File: src/rtl/axis_arb_pkg.sv
// Shared types and helpers for the frame-granular AXI-Stream arbiter.
//
// Contents:
//   arb_state_t  - arbiter FSM state encoding (IDLE, PASS, DROP)
//   grant_width  - width of a source index for a given source count
//   rr_next      - round-robin successor of a source index
package axis_arb_pkg;

    typedef enum logic [1:0] {
        IDLE = 2'd0,
        PASS = 2'd1,
        DROP = 2'd2
    } arb_state_t;

    localparam int NUM_SRC_MIN = 2;
    localparam int NUM_SRC_MAX = 8;

    function automatic int grant_width(input int num_src);
        return (num_src > 1) ? $clog2(num_src) : 1;
    endfunction

    function automatic int rr_next(input int idx, input int num_src);
        return (idx + 1 >= num_src) ? 0 : idx + 1;
    endfunction

endpackage

File: src/rtl/axis_reg_slice.sv
// Two-entry skid-buffer register slice for an AXI-Stream payload.
// Outputs are driven straight from registers; in_ready is registered
// (it is simply "skid entry empty"), so no combinational path runs from
// out_ready back to in_ready. Sustains one beat per cycle while
// out_ready stays high.
//
// Ports:
//   clk, reset        - clock, asynchronous active-low reset
//   in_data/in_valid  - upstream payload and valid
//   in_ready          - upstream ready (slice not full)
//   out_data/out_valid- registered downstream payload and valid
//   out_ready         - downstream ready
module axis_reg_slice #(
    parameter int WIDTH = 10
) (
    input  logic             clk,
    input  logic             reset,
    input  logic [WIDTH-1:0] in_data,
    input  logic             in_valid,
    output logic             in_ready,
    output logic [WIDTH-1:0] out_data,
    output logic             out_valid,
    input  logic             out_ready
);

    logic [WIDTH-1:0] skid_data;
    logic             skid_valid;
    logic             in_fire;

    assign in_ready = !skid_valid;
    assign in_fire  = in_valid && in_ready;

    always_ff @(posedge clk or negedge reset) begin
        if (!reset) begin
            out_data   <= '0;
            out_valid  <= 1'b0;
            skid_data  <= '0;
            skid_valid <= 1'b0;
        end else if (!out_valid || out_ready) begin
            // Output register is free this cycle: drain the skid entry
            // first (upstream is held off while it is occupied).
            if (skid_valid) begin
                out_data   <= skid_data;
                out_valid  <= 1'b1;
                skid_valid <= 1'b0;
            end else begin
                out_valid <= in_fire;
                if (in_fire) begin
                    out_data <= in_data;
                end
            end
        end else if (in_fire) begin
            // Output stalled: park the beat that was already in flight.
            skid_data  <= in_data;
            skid_valid <= 1'b1;
        end
    end

endmodule

File: src/rtl/axis_frame_arbiter.sv
// Frame-granular round-robin arbiter: merges NUM_SRC AXI-Stream byte
// sources onto one master. The grant is held from the first accepted
// beat of a frame through its accepted tlast beat; the merged stream is
// registered through axis_reg_slice.
//
// Optional build macro: ARB_TIMEOUT_EN adds a stall timeout. A granted
// source that stays idle for TIMEOUT_CYC cycles mid-frame is switched to
// DROP, where the rest of its frame is consumed and discarded, and its
// bit in err_timeout is set (sticky until reset).
//
// Ports:
//   clk, reset     - clock, asynchronous active-low reset
//   s_axis_*       - NUM_SRC packed source streams, source i at
//                    tdata[i*DATA_WIDTH +: DATA_WIDTH]; tuser marks SOF
//   m_axis_*       - merged output stream
//   err_timeout    - per-source sticky timeout flags (ARB_TIMEOUT_EN only)
//   grant_id       - current or most recently granted source
//   busy           - a frame is locked (state != IDLE)
//
// state | meaning
// ------+-------------------------------------------------------------
// IDLE  | no grant; pick the next valid source round-robin (registered)
// PASS  | forward beats of grant_id into the slice until tlast accepted
// DROP  | timed-out frame: consume grant_id beats, discard, until tlast
module axis_frame_arbiter
    import axis_arb_pkg::*;
#(
    parameter  int NUM_SRC     = 2,
    parameter  int DATA_WIDTH  = 8,
    parameter  int TIMEOUT_CYC = 256,
    localparam int GRANT_W     = grant_width(NUM_SRC)
) (
    input  logic                          clk,
    input  logic                          reset,
    input  logic [NUM_SRC*DATA_WIDTH-1:0] s_axis_tdata,
    input  logic [NUM_SRC-1:0]            s_axis_tvalid,
    input  logic [NUM_SRC-1:0]            s_axis_tlast,
    input  logic [NUM_SRC-1:0]            s_axis_tuser,
    output logic [NUM_SRC-1:0]            s_axis_tready,
    output logic [DATA_WIDTH-1:0]         m_axis_tdata,
    output logic                          m_axis_tvalid,
    output logic                          m_axis_tlast,
    output logic                          m_axis_tuser,
    input  logic                          m_axis_tready,
`ifdef ARB_TIMEOUT_EN
    output logic [NUM_SRC-1:0]            err_timeout,
`endif
    output logic [GRANT_W-1:0]            grant_id,
    output logic                          busy
);

    if (NUM_SRC < NUM_SRC_MIN || NUM_SRC > NUM_SRC_MAX || TIMEOUT_CYC < 1) begin : g_bad_param
        $error("axis_frame_arbiter: NUM_SRC must be 2..8 and TIMEOUT_CYC >= 1");
    end

    arb_state_t         state, state_nxt;
    logic [GRANT_W-1:0] rr_ptr, rr_ptr_nxt;
    logic [GRANT_W-1:0] grant_nxt;
    logic [GRANT_W-1:0] winner;
    logic               win_found;

    logic                  sel_valid, sel_last, sel_user;
    logic [DATA_WIDTH-1:0] sel_data;
    logic                  src_ready;
    logic                  beat_fire;
    logic                  slice_in_valid, slice_in_ready;
`ifdef ARB_TIMEOUT_EN
    logic                  stall_tc;
`endif

    assign sel_valid = s_axis_tvalid[grant_id];
    assign sel_last  = s_axis_tlast[grant_id];
    assign sel_user  = s_axis_tuser[grant_id];
    assign sel_data  = s_axis_tdata[grant_id*DATA_WIDTH +: DATA_WIDTH];

    assign busy = (state != IDLE);

    always_comb begin
        src_ready = 1'b0;
        case (state)
            PASS:    src_ready = slice_in_ready;
            DROP:    src_ready = 1'b1;
            default: src_ready = 1'b0;
        endcase
    end

    assign beat_fire      = sel_valid && src_ready;
    assign slice_in_valid = (state == PASS) && sel_valid;

    always_comb begin
        s_axis_tready = '0;
        if (src_ready) begin
            s_axis_tready[grant_id] = 1'b1;
        end
    end

    // First valid source at or after rr_ptr, wrapping modulo NUM_SRC.
    always_comb begin
        int idx;
        idx       = 0;
        winner    = '0;
        win_found = 1'b0;
        for (int i = 0; i < NUM_SRC; i++) begin
            idx = int'(rr_ptr) + i;
            if (idx >= NUM_SRC) begin
                idx = idx - NUM_SRC;
            end
            if (!win_found && s_axis_tvalid[idx]) begin
                winner    = GRANT_W'(idx);
                win_found = 1'b1;
            end
        end
    end

    always_comb begin
        state_nxt  = state;
        rr_ptr_nxt = rr_ptr;
        grant_nxt  = grant_id;
        case (state)
            IDLE: begin
                if (win_found) begin
                    grant_nxt = winner;
                    state_nxt = PASS;
                end
            end
            PASS: begin
                if (beat_fire && sel_last) begin
                    state_nxt  = IDLE;
                    rr_ptr_nxt = GRANT_W'(rr_next(int'(grant_id), NUM_SRC));
                end
`ifdef ARB_TIMEOUT_EN
                else if (stall_tc) begin
                    state_nxt = DROP;
                end
`endif
            end
            DROP: begin
                if (beat_fire && sel_last) begin
                    state_nxt  = IDLE;
                    rr_ptr_nxt = GRANT_W'(rr_next(int'(grant_id), NUM_SRC));
                end
            end
            default: state_nxt = IDLE;
        endcase
    end

    always_ff @(posedge clk or negedge reset) begin
        if (!reset) begin
            state    <= IDLE;
            rr_ptr   <= '0;
            grant_id <= '0;
        end else begin
            state    <= state_nxt;
            rr_ptr   <= rr_ptr_nxt;
            grant_id <= grant_nxt;
        end
    end

`ifdef ARB_TIMEOUT_EN
    localparam int STALL_W = (TIMEOUT_CYC > 1) ? $clog2(TIMEOUT_CYC) : 1;

    // Down-counter reloaded on every accepted beat; terminal count on a
    // stalled cycle means TIMEOUT_CYC consecutive idle cycles were seen.
    logic [STALL_W-1:0] stall_cnt;

    assign stall_tc = (state == PASS) && !sel_valid && (stall_cnt == '0);

    always_ff @(posedge clk or negedge reset) begin
        if (!reset) begin
            stall_cnt   <= STALL_W'(TIMEOUT_CYC - 1);
            err_timeout <= '0;
        end else begin
            if (state != PASS || beat_fire) begin
                stall_cnt <= STALL_W'(TIMEOUT_CYC - 1);
            end else if (!sel_valid && stall_cnt != '0) begin
                stall_cnt <= stall_cnt - 1'b1;
            end
            if (stall_tc) begin
                err_timeout[grant_id] <= 1'b1;
            end
        end
    end
`endif

    axis_reg_slice #(
        .WIDTH (DATA_WIDTH + 2)
    ) u_slice (
        .clk       (clk),
        .reset     (reset),
        .in_data   ({sel_user, sel_last, sel_data}),
        .in_valid  (slice_in_valid),
        .in_ready  (slice_in_ready),
        .out_data  ({m_axis_tuser, m_axis_tlast, m_axis_tdata}),
        .out_valid (m_axis_tvalid),
        .out_ready (m_axis_tready)
    );

endmodule
File: config.mk
export PLATFORM = sky130hd
export DESIGN_NAME = axis_frame_arbiter
export DESIGN_NICKNAME = d
export VERILOG_FILES = /design/src/rtl/axis_arb_pkg.sv /design/src/rtl/axis_reg_slice.sv /design/src/rtl/axis_frame_arbiter.sv
export SDC_FILE = /design/constraint.sdc
export NUM_CORES = 1
export LEC_CHECK = 0
export CAP_MARGIN = 5
export CORE_UTILIZATION = 35
export DETAILED_ROUTE_END_ITERATION = 16
export GPL_TIMING_DRIVEN = 0
export PLACE_DENSITY = 0.62
export SETUP_SLACK_MARGIN = 0.5
export SLEW_MARGIN = 25
export SYNTH_ARGS = -nofsm -noshare
export SYNTH_HDL_FRONTEND = slang
export SYNTH_HIERARCHICAL = 1
export SYNTH_SLANG_ARGS = --single-unit
export TNS_END_PERCENT = 20
File: constraint.sdc
create_clock -name clk -period 4.39 [get_ports clk]
set_clock_uncertainty 0.15 [all_clocks]
set_input_delay 1.317 -clock clk [delete_from_list [all_inputs] [get_ports clk]]
set_output_delay 1.317 -clock clk [all_outputs]
set_load 0.01 [all_outputs]
; ---- Word-level counts from Yosys, hierarchy flattened
; Index checks and enable logic that the tools add are counted.
[word_totals]
ramBits = 0
out_inout_bits = 15
inputBits = 25
reg_bits = 26
latchBits = 0
memories = 0
mem_bits_ro = 0
[op_classes]
shift = 1
n_eq_ne = 4
reduce_logical = 20
addsub = 4
n_mul = 0
magnitude_cmp = 7
bitwise = 1
div = 0
mux = 31
[ops]
columns = cell, n
row1 = 32-bit by 3-bit < comparator with 1-bit output (second input constant), 2
row2 = 32-bit 2-to-1 mux, 2
row3 = 1-bit 2-to-1 mux, 21
row4 = 10-bit 2-to-1 mux, 2
row5 = 16-bit by 5-bit variable part select with 8-bit output, 1
row6 = 2-bit AND reduction, 5
row7 = 1-bit logical AND, 6
row8 = 2-bit 2-to-1 mux, 3
row9 = 2-bit nonzero test, 3
row10 = 1-bit by 1-bit adder with 2-bit output (second input constant), 2
row11 = 2-bit >= comparator (second input constant), 2
row12 = 2-bit case mux with 2 select lines, 1
row13 = 1-bit zero test, 3
row14 = 1-bit by 2-bit subtractor with 3-bit output (second input constant), 1
row15 = 2-bit by 2-bit subtractor with 3-bit output (second input constant), 1
row16 = 2-bit by 1-bit == test with 1-bit output (second input constant), 1
row17 = 2-bit == test (second input constant), 1
row18 = 1-bit by 2-bit >= comparator with 1-bit output (second input constant), 1
row19 = 2-bit zero test, 1
row20 = 1-bit by 2-bit < comparator with 1-bit output (second input constant), 1
row21 = 2-bit by 1-bit != test with 1-bit output (second input constant), 1
row22 = 2-bit != test (second input constant), 1
row23 = 1-bit case mux with 2 select lines, 1
row24 = 2-bit OR reduction, 1
row25 = other kinds (4), 4

; ---- Logic depth before layout (Yosys ltp)
; Gate-level depths: netlist (run 1).
[depth]
word_depth = 11
ltp_mapped = 6
mapped_depth_nobuf = 4

; ---- Modules after synthesis
; The synthesis (run 1) kept the hierarchy.
[modules_own_cells]
columns = mod, n_inst, cells_per_inst, area_per_inst_um2, seq_area_each_um2
row1 = axis_reg_slice, 1, 62, 1027.2, 550.5
row2 = axis_frame_arbiter, 1, 30, 307.8, 75.1

; ---- Least setup slack after synthesis (run 1)
; Ideal clock, no wire load.
[synth_timing]
path_type = in2reg
start = in s_axis_tvalid[0]
end = reg u_slice.skid_data[0]
path_slack_ns = 1.759
path_buffers = 1
required_time_ns = 4.112
arrival_ns = 2.353
cell_stages = 5
path_cell_list = mux2_4 and2_1 nor3b_2 buf_4 mux2_1
[synth_between]
elab_chain_len = 5
[synth_rtl]
columns = element, line_no
row1 = "start, declared", axis_frame_arbiter.sv:36  ; input logic [NUM_SRC-1:0] s_axis_tvalid,
row2 = 1-bit 2-to-1 mux (implied by the code) (2 in series), axis_frame_arbiter.sv:71  ; assign sel_valid = s_axis_tvalid[grant_id];
row3 = 1-bit logical AND, axis_frame_arbiter.sv:88  ; assign slice_in_valid = (state == PASS) && sel_valid;
row4 = net slice_in_valid, axis_frame_arbiter.sv:66  ; logic slice_in_valid, slice_in_ready;
row5 = 1-bit logical AND, axis_reg_slice.sv:31  ; assign in_fire = in_valid && in_ready;
row6 = 2-bit AND reduction (no source line), -
row7 = "end signal, assigned", axis_reg_slice.sv:54  ; skid_data <= in_data;
row8 = "end, declared", axis_reg_slice.sv:26  ; logic [WIDTH-1:0] skid_data;
; The timed path passes the listed nets, and every way through them passes these cells. The select of a mux whose other input is x is not followed.
; A chain may end at the register's enable or synchronous reset.

; ---- Worst setup path after layout (run 1)
[layout_timing]
start = reg u_slice.skid_valid
end = out s_axis_tready[0]
[layout_between]
elab_chain_len = 3
[layout_rtl]
columns = element, line_no
row1 = "start, declared", axis_reg_slice.sv:27  ; logic skid_valid;
row2 = "start signal, assigned", axis_reg_slice.sv:38  ; skid_valid <= 1'b0;
row3 = "start signal, assigned", axis_reg_slice.sv:45  ; skid_valid <= 1'b0;
row4 = "start signal, assigned", axis_reg_slice.sv:55  ; skid_valid <= 1'b1;
row5 = 1-bit zero test, axis_reg_slice.sv:30  ; assign in_ready = !skid_valid;
row6 = net slice_in_ready, axis_frame_arbiter.sv:66
row7 = 1-bit case mux with 2 select lines, axis_frame_arbiter.sv:80  ; case (state)
row8 = 2-bit 2-to-1 mux, axis_frame_arbiter.sv:92  ; if (src_ready) begin
row9 = "end, declared", axis_frame_arbiter.sv:39  ; output logic [NUM_SRC-1:0] s_axis_tready,
; The timed path passes the listed nets, and every way through them passes these cells.

==> impl_metrics.py, run 1 <==
metrics = {
    "status": {
        "status": "completed",
    },
    "die": {
        "start_util_pct": 36.5,
        "fp.coreArea_um2": 3660,
        "dieWidth_um": 63.8,
        "fp.dieH_um": 63.8,
        "die-area_um2": 4070,
        "ios": 40,
        "row_count": 22,
    },
    "worst_setup_path": {
        "critPathKind": "flop to output pin",
        "crit_slowest_cell": "clkdlybuf4s50_1",
        "start_kind": "flop",
        "crit_path_end_kind": "output pin",
        "slowest_delay_ps": 530,
        "cp_data_required_time_ps": 2920,
        "crit_chain": "buf_6, inv_1, nand2_1, nor2_1, clkdlybuf4s50_1",
        "critPathArrivalTime_ps": 1720,
        "cp_max_fo": 10,
    },
    "clocking": {
        "post_cts_resize_count": 0,
        "cts_buffers": 3,
        "htree_levels": 1,
        "holdBufCountCts": 0,
        "clk_path_buf_depth": 2,
        "clk_latency_ps": 260,
        "path_clk_slew_ps": 80,
        "cts.sink_count": 25,
        "cts_tree": "done",
        "root_buffer": "clkbuf_8",
        "cts_setup_buffers": 0,
    },
    "finish": {
        "fin_area_um2": 1830,
        "synthToLayoutAreaGrowth_pct": 36.7,
        "utilization_pct": 49.9,
        "nNetsFinal": 161,
        "diodes": 0,
        "fin_cells": 183,
        "fillers": 330,
        "drive_above_1_share_pct": 38.5,
    },
    "global_routing": {
        "grt_use_total_pct": 13.5,
        "antenna_found_initial": 0,
        "grt_pass1_wl_mm": 4.20,
        "grt_max_degree": 26,
        "grt_pass1_vias": 880,
        "grt_overflow": 0,
    },
    "timing": {
        "hold_viol_final": 0,
        "rsz0062_at_grt": "no",
        "maxSlewViolCount": 0,
        "setup_viol": 0,
        "fmax_mhz": 313,
        "layout_min_cycle_time_ps": 3190,
        "fin_crit_sh_pct": 72.7,
        "timing.hold.ws_ps": 342,
        "max_slew_margin_pct": 63.3,
        "tns_ps": 0,
        "worst_pin_slew_ps": 550,
    },
    "synth": {
        "seq_area_frac_synth_pct": 46.9,
        "synth_area_um2": 1340,
        "synth-seq-cells": 25,
        "synthCells": 92,
        "syn_nets": 117,
        "netlist_top_cells_area": "dfrtp_1, mux2_4, mux2_2",
        "synth.top_cell.area_share_pct": 46.9,
        "yosysWarningCount": 6,
        "syn_avg_cell_area_um2": 14.5,
        "synth_area_leader_cell": "dfrtp_1",
        "synth_cell_types": 20,
    },
    "detailed_routing": {
        "via_per_inst": 4.68,
        "wirelength_mm": 2.45,
        "ant_nets": 0,
        "drtIter0Drc": 7,
        "vias": 856,
        "wire_per_inst_um": 13.4,
        "drt-pass1-iter-count": 2,
        "drcViolationCount": 0,
    },
    "pwr": {
        "vdd_drop_max_v": 0.000288,
        "p_per_area_nw_per_um2": 679,
        "p_leak_nw": 0.785,
    },
    "placement": {
        "port_buffers": 39,
        "dp.cells": 179,
        "postPlaceCellArea_um2": 1780,
        "gp_congestion": 0.681,
        "hpwl_mm": 1.76,
    },
    "job": {
        "cap_violations": 0,
    },
    "min_path": {
        "hold_class": "flop to flop",
    },
}
cell usage in the layout (no fill, tap or decap), types with 2 or more instances in the layout:
master | Yosys | routed
clkbuf_8 | 0 | 3
inv_1 | 2 | 2
clkdlybuf4s50_1 | 0 | 38
nor2_1 | 3 | 3
dfrtp_1 | 25 | 25
nand2_1 | 4 | 4
a21oi_1 | 2 | 2
mux2_1 | 2 | 2
buf_6 | 4 | 4
mux2_4 | 18 | 18
mux2_2 | 21 | 21
final timing paths:
| path | from | to | slack (ps) | depth (start not counted) |
|---|---|---|---|---|
| max in group asynchronous | reset | u_slice/skid_data[2] | 2840 | 1 |
| setup / recovery | u_slice/skid_valid | s_axis_tready[0] | 1200 | 5 |
| min in group asynchronous | reset | grant_id | 880 | 1 |
| hold / removal | u_slice/skid_data[1] | u_slice/skid_data[1] | 340 | 1 |
| setup reg to reg | grant_id | u_slice/skid_data[0] | 2440 | 6 |
| hold reg to reg | u_slice/skid_data[1] | u_slice/skid_data[1] | 340 | 1 |
cell type report:
cell class	instances	area, um2	share of cell area (%)
Buffer	5	52.6	2.88
Clock buffer	4	45.0	2.47
Inverter	2	7.51	0.411
Multi-Input combinational cell	60	649	35.6
Sequential cell	25	626	34.3
Tap cell	48	60.1	3.29
Timing Repair Buffer	39	385	21.1
cell families after synthesis:
logic type,Yosys count,synth area share [%]
muxes,41,39.6
and+or+nand+nor,12,5.34
buffers and inverters,7,4.50
AOI/OAI and AO/OA,7,3.66
DFF,25,46.9
critical path, delay by kind of cell, from the launching register on:
family,cells,cell delay [ps]
flops,1,460
buf+inv,3,810
simple gates,2,190
per-stage QoR:
step                power (mW)  worst slack [ps]
global placement          1.10              1190
global route              1.33              1060
detailed placement        1.12              1140
CTS                       1.26              1170
floorplan                0.878              1760
finish                    1.24              1200
state kept, by name, summed over array words and instances, names as in the netlist:
signal,count
u_slice/out_data,10
u_slice/skid_data,10
grant_id,1
rr_ptr,1
state,1
u_slice/out_valid,1
u_slice/skid_valid,1
per-layer routing:
metal / wire length (um) / global-route usage, %
met1: 1170 / 18.0
met2: 1130 / 21.0
met3: 117 / 3.04
met4: 33 / 5.97
met5: 0 / 0
synth_stat cells:
cell type,number
dfrtp_1,25
mux2_2,21
mux2_4,18
buf_6,4
nand2_1,4
nor2_1,3
a21oi_1,2
inv_1,2
mux2_1,2
a31oi_1,1
a41oi_1,1
and2_1,1
and3_1,1
buf_4,1
nand2_2,1
nand2b_4,1
nor3b_2,1
o21a_1,1
o21ai_0,1
o32a_2,1
power by group:
part / internal, mW / switching (mW) / total [mW]
registers: 0.347 / 0.0699 / 0.417
logic: 0.450 / 0.240 / 0.690
clock network: 0.0648 / 0.0683 / 0.133
total: 0.862 / 0.378 / 1.24
Note: power is estimated with default switching activity, not from simulation.
==> run 2: changes to the inputs <==
Settings changed: PLACE_DENSITY 0.62 to 0.65.
Clock period 4.39 ns to 2.9 ns, I/O delays scaled along.
==> run 2 against run 1 <==
Net effect: first-iteration DRC count rose by 140%; clock power increased by 51%; setup slack got worse by 680 ps; sequential cell count did not move.
==> impl_metrics.py, run 2 (synthesis gave the netlist of run 1 again) <==
metrics = {
    "status": {
        "status": "completed",
    },
    "clocking": {
        "holdBufCountCts": 0,
        "cts.sink_count": 25,
        "clk_latency_ps": 260,
        "cts_tree": "done",
        "path_clk_slew_ps": 80,
        "cts_buffers": 3,
        "htree_levels": 1,
        "root_buffer": "clkbuf_8",
        "clk_path_buf_depth": 2,
    },
    "detailed_routing": {
        "wirelength_mm": 2.59,
        "vias": 890,
        "drt-pass1-iter-count": 4,
        "via_per_inst": 4.78,
        "drcViolationCount": 0,
        "drtIter0Drc": 17,
        "ant_nets": 0,
        "wire_per_inst_um": 13.9,
    },
    "placement": {
        "hpwl_mm": 1.79,
        "gp_congestion": 0.672,
        "port_buffers": 39,
    },
    "timing": {
        "fmax_mhz": 420,
        "maxSlewViolCount": 0,
        "hold_viol_final": 0,
        "timing.hold.ws_ps": 342,
        "max_slew_margin_pct": 63.0,
        "setup_viol": 0,
        "layout_min_cycle_time_ps": 2380,
        "rsz0062_at_grt": "yes",
        "worst_pin_slew_ps": 555,
        "fin_crit_sh_pct": 82.0,
        "tns_ps": 0,
    },
    "global_routing": {
        "grt_max_degree": 26,
        "antenna_found_initial": 0,
        "grt_pass1_wl_mm": 4.48,
        "grt_pass1_vias": 944,
        "grt_overflow": 0,
        "grt_use_total_pct": 14.5,
    },
    "finish": {
        "fillers": 325,
        "synthToLayoutAreaGrowth_pct": 38.6,
        "drive_above_1_share_pct": 42.0,
        "nNetsFinal": 164,
        "reg_top3": "u_slice/out_data: 10 flops, u_slice/skid_data: 10 flops",
        "layout_commonest_cell": "clkdlybuf4s50_1",
        "layout_common_cells": "clkdlybuf4s50_1, dfrtp_1, mux2_2",
        "diodes": 0,
    },
    "die": {
        "die-area_um2": 4070,
        "dieWidth_um": 63.8,
        "fp.dieH_um": 63.8,
        "start_util_pct": 36.5,
        "row_count": 22,
        "fp.coreArea_um2": 3660,
        "ios": 40,
    },
    "worst_setup_path": {
        "worstSetupStartpoint": "grant_id",
        "crit_family": "buffers and inverters",
        "crit_chain": "buf_6, buf_6, and3_1, dlygate4sd2_1",
        "cp_max_fo": 10,
        "worst-path-buf-inv": 3,
        "crit_slowest_cell": "dfrtp_1",
        "crit_path_end_kind": "output pin",
        "crit_end": "s_axis_tready[1]",
        "r2r_cells": 6,
        "critPathArrivalTime_ps": 1360,
        "critPathKind": "flop to output pin",
        "start_kind": "flop",
        "reg2reg_from": "grant_id",
        "slowest_delay_ps": 400,
        "r2r_end": "u_slice/out_data[3]",
        "cp_data_required_time_ps": 1880,
        "path_depth": 4,
        "crit_top_cell": "buf_6",
        "r2r_setup_slack_ps": 970,
    },
    "pwr": {
        "power_mw": 1.90,
        "vdd_drop_max_v": 0.000513,
        "p_leak_nw": 0.809,
        "p_per_area_nw_per_um2": 1030,
    },
    "job": {
        "cap_violations": 0,
    },
    "min_path": {
        "hold_class": "flop to flop",
    },
}
[run 2: stage by stage]
stage | utilization, % | area, um2 | instances | worst slack [ps]
2_1_floorplan | - | 1340 | 92 | 716
3_3_place_gp | 48.8 | 1790 | 179 | 148
3_5_place_dp | 48.6 | 1780 | 179 | 84.9
4_1_cts | 50.6 | 1850 | 186 | 481
5_1_grt | 50.5 | 1850 | 186 | 435
6_report | 50.5 | 1850 | 186 | 521
[run 2: worst min path at each step]
stage,startpoint,end,slack (ps),cells after the start
floorplan,u_slice/skid_data[0],u_slice/skid_data[0],300,1
global placement,u_slice/skid_data[0],u_slice/skid_data[0],310,1
detailed placement,u_slice/skid_data[0],u_slice/skid_data[0],320,1
CTS,u_slice/skid_data[0],u_slice/skid_data[0],340,1
global route,u_slice/skid_data[1],u_slice/skid_data[1],380,1
finish,u_slice/skid_data[0],u_slice/skid_data[0],340,1
[run 2: cell type report]
class	count	area, um2	area share [%]
clock buffers	4	45.0	2.43
flip-flops and latches	25	627	33.9
plain buffers	5	56.3	3.04
well taps	48	60.1	3.25
multi-input cells	60	658	35.6
inverters	2	7.51	0.406
repair buffers	42	397	21.4
[run 2: report_power, final]
group | total [mW] | switching, mW | internal, mW
clock network | 0.201 | 0.103 | 0.0981
logic | 1.07 | 0.381 | 0.692
registers | 0.629 | 0.102 | 0.527
[run 2: timing repair]
item / in CTS / in global routing
gates resized for setup: 8 / 2
hold endpoints to repair: 0 / 0
cloned: 1 / 0
setup buffers: 2 / 0
endpoints found under the setup margin: 22 / 2
[run 2: layer usage]
layer  share of wire [%]  global-route usage [%]  wire [um]
met5                   0                       0          0
met1                  44                    17.9       1150
met4                0.35                    2.56          9
met2                  51                    25.0       1320
met3                 4.3                    4.46        110
